**config.mk**
```make
export PLATFORM = sky130hd
export DESIGN_NAME = otter_data_mem_ctrl
export DESIGN_NICKNAME = d
export VERILOG_FILES = /design/src/rtl/otter_data_mem_ctrl.sv
export SDC_FILE = /design/constraint.sdc
export NUM_CORES = 1
export LEC_CHECK = 0
export CAP_MARGIN = 20
export CORE_ASPECT_RATIO = 1.1
export CORE_MARGIN = 2
export CORE_UTILIZATION = 44
export CTS_CLUSTER_SIZE = 20
export DETAILED_ROUTE_END_ITERATION = 8
export PLACE_DENSITY = 0.91
export SLEW_MARGIN = 20
export SYNTH_ARGS = -nofsm -noshare
export SYNTH_HDL_FRONTEND = slang
export SYNTH_SLANG_ARGS = --single-unit
```
**constraint.sdc**
```tcl
create_clock -name CLK -period 2 [get_ports CLK]
set_input_delay 0.4 -clock CLK [delete_from_list [all_inputs] [get_ports CLK]]
set_output_delay 0.4 -clock CLK [all_outputs]
set_load 0.005 [all_outputs]
```
**src/rtl/otter_data_mem_ctrl.sv**
```systemverilog
// Data-memory responder for the OTTER MEM stage: alignment checks, byte-lane
// encoding, a variable-latency bus handshake with timeout, and load-data extension.
module otter_data_mem_ctrl #(
  parameter int unsigned TIMEOUT    = 255,
  parameter int unsigned ADDR_WIDTH = 32
) (
  input  logic                  CLK,
  input  logic                  RST,
  input  logic                  MEM_READ2,
  input  logic                  MEM_WRITE,
  input  logic [1:0]            MEM_SIZE,
  input  logic                  MEM_SIGN,
  input  logic [ADDR_WIDTH-1:0] MEM_ADDR2,
  input  logic [31:0]           MEM_DIN2,
  output logic [31:0]           MEM_DOUT2,
  output logic                  MEM_VALID,
  output logic                  MEM_STALL,
  output logic                  MEM_ERR,
  output logic                  BUS_REQ,
  output logic                  BUS_WE,
  output logic [ADDR_WIDTH-1:0] BUS_ADDR,
  output logic [3:0]            BUS_BE,
  output logic [31:0]           BUS_WDATA,
  input  logic [31:0]           BUS_RDATA,
  input  logic                  BUS_ACK
);

  localparam int unsigned CW = $clog2(TIMEOUT + 1);

  typedef enum logic [1:0] {IDLE, BUSY, DONE} state_t;

  state_t                state_q, state_d;
  logic [CW-1:0]         cnt_q, cnt_d;
  logic                  we_q, we_d;
  logic [1:0]            size_q, size_d;
  logic                  sign_q, sign_d;
  logic [1:0]            off_q, off_d;
  logic [ADDR_WIDTH-1:0] addr_q, addr_d;
  logic [3:0]            be_q, be_d;
  logic [31:0]           wdata_q, wdata_d;
  logic [31:0]           dout_q, dout_d;
  logic                  terr_q, terr_d;

  logic        req, illegal, start, timeout_hit;
  logic [3:0]  be_enc;
  logic [31:0] wdata_enc, load_ext;
  logic [7:0]  lane_b;
  logic [15:0] lane_h;

  assign req     = MEM_READ2 | MEM_WRITE;
  assign illegal = (MEM_READ2 & MEM_WRITE) | (MEM_SIZE == 2'b11) |
                   ((MEM_SIZE == 2'b01) & MEM_ADDR2[0]) |
                   ((MEM_SIZE == 2'b10) & (|MEM_ADDR2[1:0]));
  assign start       = (state_q == IDLE) & req & ~illegal;
  assign timeout_hit = (cnt_q == CW'(TIMEOUT - 1));

  always_comb begin
    be_enc    = 4'b1111;
    wdata_enc = MEM_DIN2;
    case (MEM_SIZE)
      2'b00: begin
        be_enc    = 4'b0001 << MEM_ADDR2[1:0];
        wdata_enc = {4{MEM_DIN2[7:0]}};
      end
      2'b01: begin
        be_enc    = 4'b0011 << MEM_ADDR2[1:0];
        wdata_enc = {2{MEM_DIN2[15:0]}};
      end
      default: ;
    endcase
  end

  // Lane selection uses the latched offset; the bus word itself is only valid with ACK.
  always_comb begin
    lane_b   = BUS_RDATA[{off_q, 3'b000} +: 8];
    lane_h   = off_q[1] ? BUS_RDATA[31:16] : BUS_RDATA[15:0];
    load_ext = BUS_RDATA;
    case (size_q)
      2'b00:   load_ext = sign_q ? {24'h0, lane_b} : {{24{lane_b[7]}}, lane_b};
      2'b01:   load_ext = sign_q ? {16'h0, lane_h} : {{16{lane_h[15]}}, lane_h};
      default: ;
    endcase
  end

  always_comb begin
    state_d = state_q;
    cnt_d   = cnt_q;
    we_d    = we_q;
    size_d  = size_q;
    sign_d  = sign_q;
    off_d   = off_q;
    addr_d  = addr_q;
    be_d    = be_q;
    wdata_d = wdata_q;
    dout_d  = dout_q;
    terr_d  = 1'b0;
    case (state_q)
      IDLE: begin
        if (start) begin
          we_d    = MEM_WRITE;
          size_d  = MEM_SIZE;
          sign_d  = MEM_SIGN;
          off_d   = MEM_ADDR2[1:0];
          addr_d  = {MEM_ADDR2[ADDR_WIDTH-1:2], 2'b00};
          be_d    = be_enc;
          wdata_d = wdata_enc;
          cnt_d   = '0;
          state_d = BUSY;
        end
      end
      BUSY: begin
        cnt_d = cnt_q + CW'(1);
        if (BUS_ACK) begin
          dout_d  = we_q ? '0 : load_ext;
          state_d = DONE;
        end else if (timeout_hit) begin
          dout_d  = '0;
          terr_d  = 1'b1;
          state_d = DONE;
        end
      end
      DONE: begin
        cnt_d   = '0;
        state_d = IDLE;
      end
      default: state_d = IDLE;
    endcase
  end

  always_ff @(posedge CLK) begin
    if (RST) begin
      state_q <= IDLE;
      cnt_q   <= '0;
      we_q    <= 1'b0;
      size_q  <= '0;
      sign_q  <= 1'b0;
      off_q   <= '0;
      addr_q  <= '0;
      be_q    <= '0;
      wdata_q <= '0;
      dout_q  <= '0;
      terr_q  <= 1'b0;
    end else begin
      state_q <= state_d;
      cnt_q   <= cnt_d;
      we_q    <= we_d;
      size_q  <= size_d;
      sign_q  <= sign_d;
      off_q   <= off_d;
      addr_q  <= addr_d;
      be_q    <= be_d;
      wdata_q <= wdata_d;
      dout_q  <= dout_d;
      terr_q  <= terr_d;
    end
  end

  assign BUS_REQ   = (state_q == BUSY);
  assign BUS_WE    = we_q;
  assign BUS_ADDR  = addr_q;
  assign BUS_BE    = be_q;
  assign BUS_WDATA = wdata_q;
  assign MEM_DOUT2 = dout_q;
  assign MEM_VALID = (state_q == DONE);
  assign MEM_STALL = start | (state_q == BUSY);
  assign MEM_ERR   = ((state_q == IDLE) & req & illegal) | terr_q;

endmodule

```
==> key figures <==
Route
  • Via count: 5503
  • DRC violations left: 0
  • DR WL/cell: 16.4 um
  • Starting DRC count in detailed routing: approximately 280
  • Antenna Nets Post-Route: 0
  • Drt pass-1 iters: 5
  • Via-to-Cell Ratio: 5.44
  • Final wirelength: 16600 um

Synthesis
  • Largest family of logic cells by synthesized area: compound AO/OA/AOI/OAI gates
  • Largest cells by area after synthesis: dfxtp_1 (44%), nand2_1 (8.9%), a21oi_1 (7.8%)
  • Synth unique cells: 47
  • Post-synthesis sequential area ratio: 43.6%
  • Post-Synthesis Cells: 636
  • Synth Area in Compound Gates: between 20% and 30%
  • Area of the mapped netlist: 5290 um^2
  • Register bit total from synthesis: 115
  • Synth Area in Adders: ~1.6%
  • Cell with the most instances after synthesis: nand2_1
  • Synth warn: 0
  • Syn avg cell area: 8.31 um^2
  • Synth Area in Simple Gates: 18.8%
  • Mux share of post-synthesis cell area: roughly 6.0%
  • Synth top area share: 43.6%
  • Post-synth top area cell: dfxtp_1
  • XOR/XNOR share of the synthesized area: less than 1%
  • Async SR Flop Fraction: 0%
  • Post-synth top cells: nand2_1 (125), dfxtp_1 (115), a21oi_1 (82)
  • Main synth FF type: dfxtp_1
  • Number of synthesized flops with an enable pin: 0

CTS
  • CTS buffer count: 17
  • H-Tree Depth: 4
  • Register clock-pin slew on the reported worst setup and hold paths: 0.06 ns
  • Maximum clock path buffer count: 2
  • CTS sink count: 115
  • Worst-skew pair later-pin latency: roughly 0.4 ns
  • Root buf cell: clkbuf_16
  • CTS tree: done
  • Hold buffers post-CTS: 0

Placed design
  • Final HPWL DP: 11700 um
  • Dpl cells: 980
  • Routability cong.: 0.849
  • Setup Slack @ Placement: -0.542 ns
  • Port bufs: around 210

Pwr
  • PwrDens: a little under 900 nW/um^2
  • Pint: 5.31 mW
  • Worst vdd rail ir drop: ~0.55 mV
  • Leakage power: 3.08 nW
  • Sequential share of power: 35.7%
  • Switching power: 1.87 mW
  • Clk network pwr share: 45.0%
  • Switching share of power: 26.0%
  • Logic gate share of total power: 19.3%
  • Pwr Total: 7.17 mW

Floorplanning
  • Die Area: 12900 um^2
  • Die X: 109 um
  • Starting Density: 44.5%
  • # IOs: around 210
  • Core area: 11900 um^2
  • Die height: between 100 and 150 um
  • Num rows: 42

STA
  • Slew HR: 53.1%
  • Setup Skew: 0.00635 ns
  • Final worst setup slack: 0.0464 ns
  • Endpoints failing hold: 0
  • Final hold slack: 0.309 ns
  • Min Tclk post-route: 1.95 ns
  • Worst Tran Pin Value: 0.703 ns
  • Final setup vio count: 0
  • Max Slew Vio Count: 0
  • Maximum clock rate: approximately 510 MHz
  • Fin crit share: between 90 and 100%
  • RSZ-0062 raised after global routing: false

Global route
  • Total gr overflow: 0
  • Maximum number of pins on one net before global-route repair: 66
  • Vias in the first global route: 5461
  • First-pass GRT wire length: 26600 um
  • GRT Util Overall: between 20% and 30%
  • Antenna violations before repair: 0

Final layout
  • Final std cells w/o fill: approximately 1000
  • Fillers: 916
  • Share of layout cells above drive strength 1: 10.8%
  • Area growth syn-to-layout: 55.4%
  • FF+latch area: 2300 um^2
  • # nets final: about 960
  • Number of diodes: 0
  • Area of the multi-input gates: 2700 um^2

Setup path
  • Crit. End Element: primary output
  • Kind of critical path: reg -> out
  • Startpoint Class: register
  • Crit path required time: 1.60 ns
  • Worst Path Max Fanout: 11
  • CP Data Arrival Time: 1.55 ns

Min path
  • Worst Hold Class: in -> reg

Job
  • Max Cap Violations: 0

Run status
  • Status: completed
through the flow:
stage | setup TNS [ns] | utilization, % | area, um^2
floorplan | 0 | - | 5290
global placement | -25.83 | 63.9 | 7590
detailed placement | -28.73 | 63.9 | 7590
CTS | -0.00268 | 69.2 | 8220
global route | 0 | 69.2 | 8220
finish | 0 | 69.2 | 8220
final cells by class:
cell class | instances | area share [%]
clock buffer | 18 | 5.22
timing repair buffer | 239 | 28.2
tap | 154 | 2.35
clock inverter | 14 | 2.48
multi-input combinational | 455 | 32.9
inverter | 17 | 0.777
sequential | 115 | 28.0
layout by cell type, fill, tap and decap left out, drive strengths merged, types with 5 or more instances in the layout:
cell type      instances
a211o                 10
a211oi                 9
a21oi                 83
a22o                   9
a311oi                 8
and3b                  8
buf                   36
clkbuf                20
clkdlybuf4s50        196
clkinv                 5
dfxtp                115
ha                     6
inv                   19
mux2                   9
mux2i                 21
nand2                125
nand3                 17
nand3b                 5
nor2                  44
nor3                   8
o211ai                10
o21ai                 26
o2bb2ai               24
cell families after synthesis:
| kind of cell | count (synthesis) |
|---|---|
| multiplexers | 30 |
| buffers and inverters | 67 |
| AND/OR/NAND/NOR | 224 |
| other | 1 |
| AO/OA/AOI/OAI | 191 |
| XOR/XNOR | 1 |
| adder cells (fa/ha/maj) | 7 |
| flip-flops | 115 |
power groups by stage:
| stage | registers, mW | logic [mW] | clock network [mW] |
|---|---|---|---|
| 4_1_cts | 2.56 | 1.38 | 3.29 |
| 3_3_place_gp | 2.60 | 1.35 | 0 |
| 2_1_floorplan | 2.60 | 0.613 | 0 |
| 5_1_grt | 2.58 | 1.50 | 3.39 |
| 6_report | 2.56 | 1.38 | 3.23 |
| 3_5_place_dp | 2.60 | 1.37 | 0 |
worst max-delay path, cell delays in order (launching register included):
cell and delay, ns:
dfxtp_2 0.34, inv_1 0.08, ha_2 0.20, buf_6 0.14, a21o_1 0.14, dlygate4sd2_1 0.25
state kept, by name (all words and copies together) (netlist names):
| signal | flops |
|---|---|
| BUS_WDATA | 32 |
| MEM_DOUT2 | 32 |
| BUS_ADDR | 30 |
| cnt_q | 8 |
| BUS_BE | 4 |
| off_q | 2 |
| size_q | 2 |
| state_q | 2 |
| BUS_WE | 1 |
| sign_q | 1 |
| terr_q | 1 |
path summary, 6_finish.rpt:
path | depth (start not counted) | from | slack, ns | endpoint
worst max register to register | 6 | state_q[0] | 0.19 | BUS_ADDR[24]
worst min register to register | 2 | BUS_WDATA[26] | 0.45 | BUS_WDATA[26]
worst min-delay path | 2 | RST | 0.31 | terr_q
worst max-delay path | 5 | state_q[0] | 0.05 | MEM_ERR
layer usage:
layer | global-route usage [%] | up-vias | share of wire, %
li1 | - | 2649 | -
met1 | 29.7 | 2561 | 39
met2 | 42.8 | 249 | 49
met3 | 9.03 | 44 | 8.6
met4 | 12.1 | 0 | 3.3
met5 | 0 | - | 0
what timing repair did:
action                                  CTS  global route
endpoints found under the setup margin   17             9
resized for setup                        23             6
pin swaps                                 4             3
buffers inserted                          0             0
(Power assumes the default switching activity.)
